File: config.mk
export PLATFORM = sky130hd
export DESIGN_NAME = chorus_sequencer_flat
export DESIGN_NICKNAME = d
export VERILOG_FILES = /design/src/rtl/chorus_sequencer_if.sv /design/src/rtl/chorus_sequencer.sv /design/src/flat_wrapper.sv
export SDC_FILE = /design/constraint.sdc
export NUM_CORES = 1
export LEC_CHECK = 0
export BUFFER_PORTS_ARGS = -buffer_cell sky130_fd_sc_hd__buf_4
export CORE_MARGIN = 5
export CORE_UTILIZATION = 56
export CTS_CLUSTER_SIZE = 25
export DETAILED_ROUTE_END_ITERATION = 12
export PLACE_DENSITY = 0.79
export SLEW_MARGIN = 20
export SYNTH_ARGS = -nofsm -noshare
export SYNTH_HDL_FRONTEND = slang
export SYNTH_SLANG_ARGS = --single-unit
File: constraint.sdc
create_clock -name clk -period 4.3 [get_ports clk]
set_input_delay 0.645 -clock clk [delete_from_list [all_inputs] [get_ports clk]]
set_output_delay 0.645 -clock clk [all_outputs]
set_load 0.01 [all_outputs]
File: src/rtl/chorus_sequencer_if.sv
`default_nettype none
// ============================================================================
// Module      : chorus_sequencer_if
// Description : Stream and buffer-side signal bundle for chorus_sequencer.
//               Groups three things:
//                 - the input sample stream   (s_valid / s_ready / s_data)
//                 - the output sample stream  (m_valid / m_ready / m_data)
//                 - the delay-line buffer port (buf_enable / buf_data_in /
//                   buf_delay out, buf_dry / buf_wet back)
//               Modport "slave" is the sequencer's view of the bundle.
//               Modport "master" is the surrounding system: the sample
//               source, the sink and the buffer.
// Revision    : 1.0  initial release
// ============================================================================
interface chorus_sequencer_if;
  // Input sample stream (source -> sequencer)
  logic        s_valid;
  logic        s_ready;
  logic [15:0] s_data;

  // Output sample stream (sequencer -> sink)
  logic        m_valid;
  logic        m_ready;
  logic [15:0] m_data;

  // Delay-line buffer port
  logic        buf_enable;
  logic [15:0] buf_data_in;
  logic [15:0] buf_delay;
  logic [15:0] buf_dry;
  logic [15:0] buf_wet;

  modport slave (
    input  s_valid, s_data, m_ready, buf_dry, buf_wet,
    output s_ready, m_valid, m_data, buf_enable, buf_data_in, buf_delay
  );

  modport master (
    output s_valid, s_data, m_ready, buf_dry, buf_wet,
    input  s_ready, m_valid, m_data, buf_enable, buf_data_in, buf_delay
  );
endinterface
`default_nettype wire

File: src/rtl/chorus_sequencer.sv
`default_nettype none
// ============================================================================
// Module      : chorus_sequencer
// Description : Per-sample controller for the chorus delay-line buffer.
//
//               For each accepted input sample the sequencer:
//                 1. issues one single-cycle buffer enable;
//                 2. captures the buffer's dry and delayed (wet) outputs;
//                 3. mixes them, or passes dry through in bypass;
//                 4. offers the result on an output stream.
//
//               The delay presented to the buffer follows a triangle LFO on
//               top of a configurable base delay, saturated to the buffer
//               depth.
//
// Ports       : clk, resetn    - clock, synchronous active-low reset
//               bus (slave)     - input stream, output stream, buffer port
//               cfg_min_delay   - base delay in samples
//               cfg_depth       - LFO peak offset in samples
//               cfg_rate        - accepted samples per LFO step, minus 1
//               cfg_bypass      - 1: output the dry sample unmixed
// Revision    : 1.0  initial release
// ============================================================================
module chorus_sequencer #(
  parameter int BUF_SIZE = 44100,
  parameter int RATE_W   = 16
) (
  input  wire logic              clk,
  input  wire logic              resetn,
  chorus_sequencer_if.slave      bus,
  input  wire logic [15:0]       cfg_min_delay,
  input  wire logic [15:0]       cfg_depth,
  input  wire logic [RATE_W-1:0] cfg_rate,
  input  wire logic              cfg_bypass
);

  // Largest delay the buffer can honour
  localparam logic [16:0] c_MAX_DELAY = 17'(BUF_SIZE - 1);

  typedef enum logic [1:0] {
    S_IDLE    = 2'd0,
    S_ISSUE   = 2'd1,
    S_CAPTURE = 2'd2,
    S_OUT     = 2'd3
  } state_t;

  state_t r_state;

  // Registered outputs
  logic        r_s_ready;
  logic        r_m_valid;
  logic [15:0] r_m_data;
  logic        r_buf_enable;
  logic [15:0] r_buf_data_in;
  logic [15:0] r_buf_delay;

  // Per-sample and LFO state
  logic              r_bypass;
  logic [15:0]       r_offset;
  logic              r_dir_down;
  logic [RATE_W-1:0] r_rate_cnt;

  // ---------------------------------------------------------------------
  // Delay computation.
  // The sum is formed in 17 bits so that base + offset cannot wrap
  // before the clamp is applied.
  // ---------------------------------------------------------------------
  logic [16:0] w_delay_sum;
  logic [15:0] w_delay_clamped;
  logic [15:0] w_min_clamped;

  assign w_delay_sum = {1'b0, cfg_min_delay} + {1'b0, r_offset};

  assign w_delay_clamped = (w_delay_sum > c_MAX_DELAY)
                           ? c_MAX_DELAY[15:0]
                           : w_delay_sum[15:0];

  // Reset clears the offset, so the reset delay is just the clamped base
  assign w_min_clamped = ({1'b0, cfg_min_delay} > c_MAX_DELAY)
                         ? c_MAX_DELAY[15:0]
                         : cfg_min_delay;

  // ---------------------------------------------------------------------
  // Mix: average of dry and wet.
  // Both inputs are sign-extended to 17 bits, so the sum cannot overflow.
  // Taking bits [16:1] is the arithmetic shift right by one.
  // ---------------------------------------------------------------------
  logic [16:0] w_mix_sum;
  logic [15:0] w_mix;

  assign w_mix_sum = {bus.buf_dry[15], bus.buf_dry}
                   + {bus.buf_wet[15], bus.buf_wet};

  assign w_mix = w_mix_sum[16:1];

  // ---------------------------------------------------------------------
  // Triangle step: next offset and direction if the LFO steps now.
  // ---------------------------------------------------------------------
  logic [15:0] w_step_offset;
  logic        w_step_down;
  logic        w_lfo_step;

  assign w_lfo_step = (r_rate_cnt == cfg_rate);

  always_comb begin
    w_step_offset = r_offset;
    w_step_down   = r_dir_down;

    if (cfg_depth == 16'd0) begin
      // No modulation: pin the offset at zero
      w_step_offset = 16'd0;
      w_step_down   = 1'b0;
    end else if (r_offset > cfg_depth) begin
      // Depth was reduced below the current offset: snap to the new peak
      // and head back down from there
      w_step_offset = cfg_depth;
      w_step_down   = 1'b1;
    end else if (!r_dir_down) begin
      if (r_offset >= cfg_depth - 16'd1) begin
        // Reaching the peak turns the sweep around
        w_step_offset = cfg_depth;
        w_step_down   = 1'b1;
      end else begin
        w_step_offset = r_offset + 16'd1;
      end
    end else begin
      if (r_offset <= 16'd1) begin
        // Reaching zero turns the sweep around
        w_step_offset = 16'd0;
        w_step_down   = 1'b0;
      end else begin
        w_step_offset = r_offset - 16'd1;
      end
    end
  end

  // ---------------------------------------------------------------------
  // Sequencer FSM with registered outputs
  // ---------------------------------------------------------------------
  always_ff @(posedge clk) begin
    if (!resetn) begin
      r_state       <= S_IDLE;
      r_s_ready     <= 1'b0;
      r_m_valid     <= 1'b0;
      r_m_data      <= 16'd0;
      r_buf_enable  <= 1'b0;
      r_buf_data_in <= 16'd0;
      r_buf_delay   <= w_min_clamped;
      r_bypass      <= 1'b0;
      r_offset      <= 16'd0;
      r_dir_down    <= 1'b0;
      r_rate_cnt    <= '0;
    end else begin
      case (r_state)
        S_IDLE: begin
          // The delay only tracks config/LFO here.
          // It therefore stays frozen across the buffer enable edge.
          r_buf_delay <= w_delay_clamped;
          r_s_ready   <= 1'b1;
          if (bus.s_valid && r_s_ready) begin
            r_buf_data_in <= bus.s_data;
            r_bypass      <= cfg_bypass;
            r_buf_enable  <= 1'b1;
            r_s_ready     <= 1'b0;
            r_state       <= S_ISSUE;
          end
        end

        S_ISSUE: begin
          // The buffer samples its enable at the end of this cycle
          r_buf_enable <= 1'b0;
          r_state      <= S_CAPTURE;
        end

        S_CAPTURE: begin
          // Buffer outputs now reflect the sample written on the ISSUE edge
          r_m_data  <= r_bypass ? bus.buf_dry : w_mix;
          r_m_valid <= 1'b1;
          r_state   <= S_OUT;
        end

        S_OUT: begin
          if (bus.m_ready) begin
            r_m_valid <= 1'b0;
            r_s_ready <= 1'b1;
            r_state   <= S_IDLE;
            if (w_lfo_step) begin
              r_rate_cnt <= '0;
              r_offset   <= w_step_offset;
              r_dir_down <= w_step_down;
            end else begin
              r_rate_cnt <= r_rate_cnt + 1'b1;
            end
          end
        end

        default: begin
          r_state <= S_IDLE;
        end
      endcase
    end
  end

  assign bus.s_ready     = r_s_ready;
  assign bus.m_valid     = r_m_valid;
  assign bus.m_data      = r_m_data;
  assign bus.buf_enable  = r_buf_enable;
  assign bus.buf_data_in = r_buf_data_in;
  assign bus.buf_delay   = r_buf_delay;

endmodule
`default_nettype wire

File: src/flat_wrapper.sv
// flat-port wrapper written by rule: the top's interface ports become plain ports
module chorus_sequencer_flat 
#(
  parameter int BUF_SIZE = 44100,
  parameter int RATE_W   = 16
)
  (clk, resetn, cfg_min_delay, cfg_depth, cfg_rate, cfg_bypass, bus_s_valid, bus_s_data, bus_m_ready, bus_buf_dry, bus_buf_wet, bus_s_ready, bus_m_valid, bus_m_data, bus_buf_enable, bus_buf_data_in, bus_buf_delay);
  chorus_sequencer_if bus_i ();
  input  wire logic clk;
  input  wire logic resetn;
  input  wire logic [15:0] cfg_min_delay;
  input  wire logic [15:0] cfg_depth;
  input  wire logic [RATE_W-1:0] cfg_rate;
  input  wire logic cfg_bypass;
  input wire logic [$bits(bus_i.s_valid)-1:0] bus_s_valid;
  input wire logic [$bits(bus_i.s_data)-1:0] bus_s_data;
  input wire logic [$bits(bus_i.m_ready)-1:0] bus_m_ready;
  input wire logic [$bits(bus_i.buf_dry)-1:0] bus_buf_dry;
  input wire logic [$bits(bus_i.buf_wet)-1:0] bus_buf_wet;
  output wire logic [$bits(bus_i.s_ready)-1:0] bus_s_ready;
  output wire logic [$bits(bus_i.m_valid)-1:0] bus_m_valid;
  output wire logic [$bits(bus_i.m_data)-1:0] bus_m_data;
  output wire logic [$bits(bus_i.buf_enable)-1:0] bus_buf_enable;
  output wire logic [$bits(bus_i.buf_data_in)-1:0] bus_buf_data_in;
  output wire logic [$bits(bus_i.buf_delay)-1:0] bus_buf_delay;
  assign bus_i.s_valid = bus_s_valid;
  assign bus_i.s_data = bus_s_data;
  assign bus_i.m_ready = bus_m_ready;
  assign bus_i.buf_dry = bus_buf_dry;
  assign bus_i.buf_wet = bus_buf_wet;
  assign bus_s_ready = bus_i.s_ready;
  assign bus_m_valid = bus_i.m_valid;
  assign bus_m_data = bus_i.m_data;
  assign bus_buf_enable = bus_i.buf_enable;
  assign bus_buf_data_in = bus_i.buf_data_in;
  assign bus_buf_delay = bus_i.buf_delay;
  chorus_sequencer #(.BUF_SIZE(BUF_SIZE), .RATE_W(RATE_W)) u_core (.clk(clk), .resetn(resetn), .bus(bus_i), .cfg_min_delay(cfg_min_delay), .cfg_depth(cfg_depth), .cfg_rate(cfg_rate), .cfg_bypass(cfg_bypass));
endmodule
; Yosys cells after proc, flatten, opt, wreduce, memory -nomap -nowiden
; Index checks and enable logic that the tools add are counted.
[word_totals]
reg_bits = 87
out_inout_bits = 51
[op_classes]
add_sub_neg = 6
order_cmp = 5
eq_ne = 7
muxes = 26
n_reduce_logical = 13
[op_table]
columns = operator, n
row1 = $mux W16, 11
row2 = $add A16 B16 Y17, 2
row3 = $add A16 B1 Y16 const B, 2
row4 = $sub A16 B1 Y16 const B, 2
row5 = $gt A17 B16 Y1 const B, 1
row6 = $eq A16 B16 Y1, 1
row7 = $ge A16 B16 Y1, 1
row8 = $gt A16 B16 Y1, 1
row9 = $gt A16 B16 Y1 const B, 1
row10 = $le A16 B1 Y1 const B, 1
row11 = $logic_not A16 Y1, 1
row12 = $reduce_and A2 Y1, 6
row13 = $mux W1, 9
row14 = $pmux W2 S4, 1
row15 = $pmux W1 S2, 3
row16 = $reduce_bool A2 Y1, 3
row17 = $eq A2 B2 Y1 const B, 2
row18 = $mux W2, 2
row19 = $ne A2 B1 Y1 const B, 2
row20 = $reduce_and A3 Y1, 1
row21 = $eq A2 B1 Y1 const B, 1
row22 = $logic_not A2 Y1, 1
row23 = $ne A2 B2 Y1 const B, 1
row24 = $logic_and A1 B1 Y1, 1

; Logic depth before layout (Yosys ltp)
[depth]
word_depth = 6
ltp_mapped = 17
ltp_nobuf = 16

; Worst setup path after synthesis
; Ideal clock, no wire load.
[synth_timing]
path_type = input -> register
startpoint = input port cfg_depth[2]
endpoint = register u_core.r_offset[3]
arrival_time_ps = 3678
required_ps = 4226
setup_slack_ps = 548
cell_stages = 16
path_cell_list = nor4_1 -> nand3_1 -> nor2_1 -> nand2_1 -> nor3_1 -> xnor2_1 -> ha_1 -> a21o_1 -> a21o_1 -> a21oi_1 -> o21ai_0 -> a211oi_1 -> clkbuf_1 -> o211a_1 -> a211oi_1 -> o21ai_0
[synth_between]
elab_chain_cells = 6
elab_cells_between_ends = 8
cone_classes = add/sub: 1 / order compare: 2 / mux: 4 / reduce/logical: 1
[synth_rtl]
columns = element, line
row1 = from (decl), flat_wrapper.sv:12  ; input wire logic [15:0] cfg_depth;
row2 = $sub A16 B1 Y16, chorus_sequencer.sv:119  ; if (r_offset >= cfg_depth - 16'd1) begin
row3 = $ge A16 B16 Y1, chorus_sequencer.sv:119
row4 = $mux W16, chorus_sequencer.sv:119
row5 = $mux W16, chorus_sequencer.sv:118  ; end else if (!r_dir_down) begin
row6 = $mux W16, chorus_sequencer.sv:113  ; end else if (r_offset > cfg_depth) begin
row7 = $mux W16 (*), chorus_sequencer.sv:109  ; if (cfg_depth == 16'd0) begin
row8 = to (signal assigned), chorus_sequencer.sv:189  ; r_offset <= w_step_offset;
row9 = to (decl), chorus_sequencer.sv:59  ; logic [15:0] r_offset;
; Every way passes the cells marked *; elsewhere a longest branch is shown, timed or not.
; A chain may end at the register's enable or synchronous reset.

; Worst setup path in the final report
[layout_timing]
startpoint = input port cfg_depth[2]
endpoint = register u_core.r_offset[12]
; Same word-level chain as after synthesis.

==> results.ini <==
[status]
status=completed

[clocking]
cts_tree=done
cts.clk_slew.worst_paths_ns=0.07
cts_sinks=87
clock_path_buffers=2
htreeDepth=3
post_cts_resized=0
clock-root-buffer=clkbuf_16
cts_setup_buffers=0
insertion_delay_ns=0.36
holdBufCountCts=0
numCtsBuffers=9

[worst_setup_path]
crit_type=in -> reg
worstPathMaxFanout=12
end_kind=flop
cp_slowest_stage_delay_ns=0.47
slowest_stage=a211o_1
r2r_start=u_core.r_offset[4]$_SDFFE_PN0P_
rr_worst_depth=11
worstPathCellList=buf_4 > nor4_1 > buf_4 > nand3_1 > nor2_1 > nand2_1 > nor3_1 > xnor2_1 > ha_1 > a21o_1 > a21o_1 > a21oi_1 > o21ai_0 > a211o_1 > nor2_1 > a311oi_1 > a31o_2 > o21ai_0
cp-start-kind=input port
endpoint=u_core.r_offset[12]$_SDFFE_PN0P_
arrival_ns=3.94
cp_data_required_time_ns=4.58
r2r-end=u_core.bus.buf_delay[0]$_DFFE_PP_
regToRegSetupSlack_ns=0.77
critPathLaunch=cfg_depth[2]

[timing]
tightest_slew_ns=1.11
fmax_ghz=0.273
finalSetupViolCount=0
finalCriticalPeriod_ns=3.66
finalHoldViolCount=0
rsz0062_at_grt=no
slew_headroom_pct=26.1
tns_ns=0
slew_violations=0
clock_skew_ns=0.0106
finalCritPeriodShare_pct=85.1

[die]
fp.coreArea_mm2=0.0126
die_h_um=123
boundaryPins=152
die_w_um=123
num_rows=41
dieArea_mm2=0.0152
initial_utilization_pct=57.0

[logic_synthesis]
netlist_top_cells_count=104 x nand2_1, 72 x ha_1, 71 x dfxtp_1
synth_seq_cells=87
synthArstFlopShare_pct=0
yosysWarnings=0
synthTopCellsByArea=dfxtp_1 20%, ha_1 13%, edfxtp_1 6.7%, nand2_1 5.4%, xor2_1 4.5%
netlist_instances=891
synth_cell_types=71
synth.most_common_cell=nand2_1
syn_area_mm2=0.00716
synth_top_area_share_pct=19.8
seq_area_frac_synth_pct=26.6
postSynthAreaPerCell_um2=8.04
mappedNetlistNets=1066
yosysTopAreaCell=dfxtp_1
synth-edff-count=16
ys.flop_type=dfxtp_1

[cells_and_area]
layout.cells.non_filler=1204
multiInputGateArea_mm2=0.00495
regArea_mm2=0.00190
fin_nets=1202
drive_above_1_share_pct=19.7
diodes=0
finish.utilization_pct=69.6
fillers=1090
synthToLayoutAreaGrowth_pct=22.2

[global_route]
grt_max_degree=48
grt_pass1_vias=6431
track_usage_pct=25.0
gr-total-overflow=0
grt_pass1_wl_mm=30.8
antenna_found_initial=0

[detailed_routing]
dr.pass1.iters=5
antenna_left=0
routedWlPerCell_um=16.0
vias=7132
drc=0
first_iter_violations=717
routed_wl_mm=19.3
via_per_inst=5.92

[placement]
place.gp.congestion=0.919
port_buffers=151
dp.cells=1188
dpl.hpwl_mm=14.9

[flow_run]
cap_violations=0

[min_path]
worstHoldStart=u_core.bus.buf_data_in[2]$_SDFFE_PN0P_
min_path_type=reg -> reg

[pwr]
leakage_nw=3.97
p_per_area_mw_per_mm2=309
peakVddDrop_v=0.000234

cells in the final DEF, fill, tap and decap left out, drive strengths merged, types with 10 or more instances in the layout:
cell type and instances:
nand4 16, a21oi 63, edfxtp 16, nand2 104, inv 45, o211ai 13, a22oi 11, xor2 37
nor2 65, ha 72, nor4 12, dfxtp 71, nor3 22, a21boi 20, o21ai 51, xnor2 29
a21o 16, o211a 10, nor2b 14, nand3 27, buf 162
through the flow:
| step | hold WS, ns | area (um2) | total power, mW | setup WS, ns |
|---|---|---|---|---|
| floorplan | 0.478 | 7160 | 1.52 | 0.548 |
| global placement | 0.451 | 8440 | 1.87 | 0.390 |
| detailed placement | 0.461 | 8440 | 1.89 | 0.326 |
| CTS | 0.471 | 8750 | 2.72 | 0.685 |
| global route | 0.487 | 8750 | 2.85 | 0.228 |
| finish | 0.468 | 8750 | 2.70 | 0.640 |
per-layer routing:
layer / part of all wire, % / wire length (um) / track usage, % / vias to the layer above
met2: 46 / 8840 / 39.4 / 241
met5: 0 / 0 / 0 / -
met4: 2.1 / 395 / 7.47 / 0
met1: 45 / 8690 / 34.4 / 3301
met3: 6.9 / 1330 / 5.44 / 31
li1: - / - / - / 3559
power breakdown:
| group | switching (mW) | internal, mW | leakage (nW) |
|---|---|---|---|
| combinational | 0.436 | 0.393 | 3.07 |
| clock | 0.366 | 0.464 | 0.155 |
| sequential | 0.0716 | 0.972 | 0.742 |
| total | 0.873 | 1.83 | 3.97 |
sequential cells by signal, indices dropped and copies added, names as in the netlist:
name,count
u_core.bus.s_ready,1
u_core.r_dir_down,1
u_core.bus.buf_enable,1
u_core.r_bypass,1
u_core.bus.m_valid,1
u_core.r_state,2
u_core.bus.buf_delay,16
u_core.r_offset,16
u_core.r_rate_cnt,16
u_core.bus.buf_data_in,16
u_core.bus.m_data,16
worst min path at each step:
stage | endpoint | slack, ns | cells past startpoint
finish | u_core.bus.buf_data_in[2]$_SDFFE_PN0P_ | 0.47 | 2
floorplan | u_core.r_rate_cnt[1]$_SDFFE_PN0P_ | 0.48 | 2
CTS | u_core.bus.buf_data_in[2]$_SDFFE_PN0P_ | 0.47 | 2
global placement | u_core.bus.buf_data_in[5]$_SDFFE_PN0P_ | 0.45 | 2
detailed placement | u_core.bus.buf_data_in[1]$_SDFFE_PN0P_ | 0.46 | 2
global route | u_core.bus.buf_data_in[1]$_SDFFE_PN0P_ | 0.49 | 2
final cells by class:
class                   count  share of cell area (%)
clock inverters             7                    1.01
well taps                 172                    2.46
repair buffers            162                    13.9
clock buffers               9                    2.57
flip-flops and latches     87                    21.7
multi-input cells         725                    56.5
inverters                  42                    1.80
cell families after synthesis:
| kind of cell | after synthesis | synth area share [%] |
|---|---|---|
| compound gates | 271 | 26.6 |
| xor+xnor | 66 | 8.07 |
| fa+ha+maj | 74 | 13.1 |
| buf+inv | 79 | 4.40 |
| flops | 87 | 26.6 |
| mux | 6 | 0.838 |
| simple gates | 308 | 20.4 |
worst max-delay path: cells and delay by family:
| family | cells | cell delay (ns) |
|---|---|---|
| AO/OA/AOI/OAI | 8 | 1.58 |
| AND/OR/NAND/NOR | 6 | 0.97 |
| buffers and inverters | 2 | 0.31 |
| adder cells (fa/ha/maj) | 1 | 0.26 |
| XOR/XNOR | 1 | 0.15 |
Power figures use the tool's default switching activity.
